[src/rtl/dec2bin_rx.sv]
// ASCII decimal line parser: accumulates digits into a 14-bit value (x10 per digit)
// and emits one result per CR/LF-terminated line, with overflow and bad-char flags.
module dec2bin_rx #(
  parameter int MAX_DIGITS = 5
) (
  input  logic        clk,
  input  logic        reset,
  input  logic [7:0]  rx_data,
  input  logic        rx_valid,
  output logic        rx_ready,
  output logic [13:0] value,
  output logic        value_valid,
  output logic        err_overflow,
  output logic        err_char,
  output logic [3:0]  digit_count
);

  typedef enum logic [2:0] {IDLE, ACC, MUL, SKIP, EMIT} state_t;

  localparam logic [3:0]  MAXD = 4'(MAX_DIGITS);
  localparam logic [18:0] VMAX = 19'd16383;

  state_t      state, state_nxt;
  logic [13:0] acc;
  logic [3:0]  cnt, d, cnt_inc;
  logic        ovf, err;
  logic        accept, is_digit, is_term;
  logic [18:0] acc_next;

  assign rx_ready = (state == IDLE) || (state == ACC) || (state == SKIP);
  assign accept   = rx_valid && rx_ready;
  assign is_digit = (rx_data >= 8'h30) && (rx_data <= 8'h39);
  assign is_term  = (rx_data == 8'h0d) || (rx_data == 8'h0a);
  assign acc_next = ({5'b0, acc} << 3) + ({5'b0, acc} << 1) + {15'b0, d};
  assign cnt_inc  = (cnt == 4'hf) ? cnt : cnt + 4'd1;

  always_ff @(posedge clk) begin
    if (reset) state <= IDLE;
    else       state <= state_nxt;
  end

  always_comb begin
    state_nxt = state;
    case (state)
      IDLE, ACC:
        if (accept) begin
          if (is_digit)              state_nxt = MUL;
          else if (is_term)          state_nxt = (state == IDLE) ? IDLE : EMIT;
          else                       state_nxt = SKIP;
        end
      MUL:  state_nxt = ACC;
      SKIP: if (accept && is_term) state_nxt = EMIT;
      EMIT: state_nxt = IDLE;
      default: state_nxt = IDLE;
    endcase
  end

  // Results are registered on the terminator edge so they are visible during EMIT.
  always_ff @(posedge clk) begin
    if (reset) begin
      acc          <= '0;
      cnt          <= '0;
      d            <= '0;
      ovf          <= 1'b0;
      err          <= 1'b0;
      value        <= '0;
      value_valid  <= 1'b0;
      err_overflow <= 1'b0;
      err_char     <= 1'b0;
      digit_count  <= '0;
    end else begin
      value_valid <= 1'b0;
      if (accept && is_term && state != IDLE) begin
        value        <= err ? 14'd0 : acc;
        err_overflow <= ovf & ~err;
        err_char     <= err;
        digit_count  <= cnt;
        value_valid  <= 1'b1;
        acc          <= '0;
        cnt          <= '0;
        ovf          <= 1'b0;
        err          <= 1'b0;
      end else if (accept && (state == IDLE || state == ACC)) begin
        if (is_digit)     d   <= rx_data[3:0];
        else if (!is_term) err <= 1'b1;
      end
      if (state == MUL) begin
        acc <= (acc_next > VMAX) ? 14'h3fff : acc_next[13:0];
        cnt <= cnt_inc;
        if (acc_next > VMAX || cnt_inc > MAXD) ovf <= 1'b1;
      end
    end
  end

endmodule
[config.mk]
export PLATFORM = sky130hd
export DESIGN_NAME = dec2bin_rx
export DESIGN_NICKNAME = d
export VERILOG_FILES = /design/src/rtl/dec2bin_rx.sv
export SDC_FILE = /design/constraint.sdc
export NUM_CORES = 1
export LEC_CHECK = 0
export ABC_CLOCK_PERIOD_IN_PS = 6100
export BUFFER_PORTS_ARGS = -buffer_cell sky130_fd_sc_hd__buf_2
export CORE_MARGIN = 8
export CORE_UTILIZATION = 40
export CTS_CLUSTER_SIZE = 14
export DETAILED_ROUTE_END_ITERATION = 6
export HOLD_SLACK_MARGIN = 0.02
export PLACE_DENSITY = 0.68
export SLEW_MARGIN = 20
export SYNTH_ARGS = -nofsm -noshare
export SYNTH_HDL_FRONTEND = slang
export SYNTH_SLANG_ARGS = --single-unit
[constraint.sdc]
create_clock -name clk -period 6.1 [get_ports clk]
set_clock_uncertainty 0.05 [all_clocks]
set_input_delay 0.305 -clock clk [delete_from_list [all_inputs] [get_ports clk]]
set_output_delay 0.305 -clock clk [all_outputs]
set_load 0.01 [all_outputs]
==> metrics <==
outcome=completed; TritonCTS Buffers=5; Simple-Gate Fraction of Synth Area=15.03%; Final Total Pwr=645.4 µW; switching pwr=146.8 µW; Leak=0.001356 µW; Port Buf Inserts=32; post-synthesis mux area share=1.829%; top cell type's share of synthesized area=34.26%; Flop pwr share=49.8%; number of setup buffers added after CTS=0; Comb pwr share=7.1%; gpl congestion=0.8723; synth warn=0; Final min period=3.647 ns; number of DRC markers in iteration 0=203; critical path fanouts, max=15; hold_sp=rx_valid; Compound-Gate Fraction of Synth Area=28.46%; final WL=6334 µm; Max Cap Viol=0; Hold Path Depth=2; RR Startpoint=acc[2]$_SDFFE_PP0P_; WL/cell=14.73 µm; largest family of logic cells by synthesized area=compound AO/OA/AOI/OAI gates; syn avg cell area=9.078 µm²; CP cell instances=fa_1, ha_1, a211oi_1, o211ai_1, and2_1, a221o_1, a211oi_2, a41oi_1; Final setup viols=0; root buf cell=clkbuf_8; layout cells sized above 1=14.37%; setup TNS=0 ns; Synth Net Count=351; initial antenna violation count=0; Worst EP arrival=3.75 ns; Post-synth EDFFs=0; post-synthesis sequential area ratio=34.26%; gr usage total=12.51%; Cell Int Power=498.6 µW; Non-Filler Instances=430; CP Class=reg -> reg; ys async rst share=0%; FF-to-FF setup slack=2.45 ns; Clock Latency Late Sink=0.31 ns; maximum number of pins on one net before global-route repair=26; Site Rows=30; Vias/cell=5.667; Final Cycle Share=59.79%; Nets=375; CTS H-tree depth=2; Slew @ Worst Pin=1.038 ns; residual DRC count=0; Reg-to-Reg End=acc[12]$_SDFFE_PP0P_; CP Data Required Time=6.20 ns; Place WS=2.477 ns; chip width=99.75 µm; post-CTS resize count=0; Crit-path slowest cell=a211oi_2; worst rel slew slack=30.67%; P&R area growth vs syn=12.71%; Initial Util=41.29%; PwrDens=204.1 mW/mm²; clock sink total=48; Crit. End Element=register; die area=0.009949 mm²; Core Box Area=0.006794 mm²; Reg2Reg Depth=8; Pre-antenna DRT Iters=4; gr ovfl total=0; routed vias=2437; first-pass GRT wire length=10360 µm; Synth top cells by count=dfxtp_1 (48), a21oi_1 (40), ha_1 (29); Final ANT Viol Nets=0; Worst-path clk slew=0.10 ns; most frequent cell after synthesis=dfxtp_1; # diodes=0; CP peak stage delay=0.88 ns; Hold Path Sink=state[1]$_SDFFE_PP0P_; Clock Power Share=43.1%; Setup crit start kind=register; post-DP HPWL=4697 µm; cts hold-fix bufs=0; Synth area leader=dfxtp_1; fmax=274.2 MHz; vias in the first global route=2151; final worst slack=2.453 ns; Syn Std Cell Area=0.002805 mm²; clk buf depth=2; Yosys reg bits=48; Cells after Synth=309; CTS tree=built; peak supply drop=100.1 µV; leading register cell type out of synthesis=dfxtp_1; RSZ-0062 raised after global routing=no; Switching Share=22.75%; I/O Pins=33; dominant cells by area after synthesis=dfxtp_1 (34%), ha_1 (13%), a21oi_1 (7.1%); # placed instances=422; die height=99.75 µm; Final Hold Fails=0; Final Max Slew Viols=0; HP Class=in -> reg; Netlist cell types=51; xor-xnor portion of the synthesized cell area=2.810%; Synth Area in Adders=14.36%
-- how the worst max path moves through the flow --
stage	slack (ns)	from	endpoint
global placement	2.56	acc[2]$_SDFFE_PP0P_	acc[12]$_SDFFE_PP0P_
global route	2.14	acc[2]$_SDFFE_PP0P_	acc[8]$_SDFFE_PP0P_
CTS	2.47	acc[2]$_SDFFE_PP0P_	acc[12]$_SDFFE_PP0P_
finish	2.45	acc[2]$_SDFFE_PP0P_	acc[12]$_SDFFE_PP0P_
detailed placement	2.48	acc[2]$_SDFFE_PP0P_	acc[12]$_SDFFE_PP0P_
floorplan	3.14	acc[0]$_SDFFE_PP0P_	acc[8]$_SDFFE_PP0P_
-- layout by cell type, fill, tap and decap left out, types with 2 or more instances in the layout --
master / n
dfxtp_1: 48
a21oi_1: 40
buf_2: 32
ha_1: 29
nor2_1: 24
a22o_1: 20
nand2_1: 17
a31oi_1: 11
o21ai_0: 9
xnor2_1: 8
nand3_1: 8
inv_1: 6
a22oi_1: 5
nor3_1: 5
a311oi_1: 5
clkbuf_8: 5
nor2b_1: 4
o211ai_1: 4
a211oi_1: 4
a21o_1: 4
a41oi_1: 4
mux2i_1: 4
nand2b_1: 3
nor3b_1: 3
and2_1: 2
and4_1: 2
a221oi_1: 2
fa_1: 2
bufinv_16: 2
-- sequential cells by signal, summed over array words and instances, names as in the netlist --
register / cells
acc: 14
value: 14
cnt: 4
d: 4
digit_count: 4
state: 3
err: 1
err_char: 1
err_overflow: 1
ovf: 1
value_valid: 1
-- power by group through the flow --
stage          registers (µW)  logic (µW)  clock network (µW)
2_1_floorplan             328        34.2                   0
3_3_place_gp              329        44.2                   0
3_5_place_dp              329        45.3                   0
4_1_cts                   322        45.2                 282
5_1_grt                   323        50.9                 295
6_report                  322        45.7                 278
-- kinds of logic after synthesis --
family | Yosys count
AO/OA/AOI/OAI | 117
XOR/XNOR | 9
adder cells (fa/ha/maj) | 31
buffers and inverters | 21
flip-flops | 48
multiplexers | 5
AND/OR/NAND/NOR | 78
-- worst max-delay path: cells and delay by family (launching register included) --
kind / cells / cell delay, ns
AND/OR/NAND/NOR: 1 / 0.23
flip-flops: 1 / 0.44
adder cells (fa/ha/maj): 2 / 0.83
AO/OA/AOI/OAI: 5 / 1.94
-- routing by layer --
| layer | share of wire [%] | up-vias | wire, µm | GRT usage, % |
|---|---|---|---|---|
| li1 | - | 1225 | - | - |
| met1 | 48 | 1140 | 3053 | 16.44 |
| met2 | 46 | 65 | 2888 | 19.60 |
| met3 | 4.7 | 7 | 298 | 2.235 |
| met4 | 1.5 | 0 | 93 | 5.122 |
| met5 | 0 | - | 0 | 0 |
-- stage by stage --
stage	hold WS [ns]	area, µm²	utilization, %
after floorplan	0.3421	2805	-
after global placement	0.4067	3017	44.40
after detailed placement	0.4118	3017	44.40
after CTS	0.1747	3154	46.43
after global routing	0.1820	3162	46.54
final	0.1837	3162	46.54
-- layout make-up --
class | instances | area (µm²)
clock inverters | 3 | 68.82
multi-input cells | 240 | 1760
flip-flops and latches | 48 | 960.9
clock buffers | 5 | 68.82
inverters | 6 | 22.52
repair buffers | 32 | 160.2
fillers | 654 | 3632
well taps | 96 | 120.1
(Power assumes the default switching activity.)
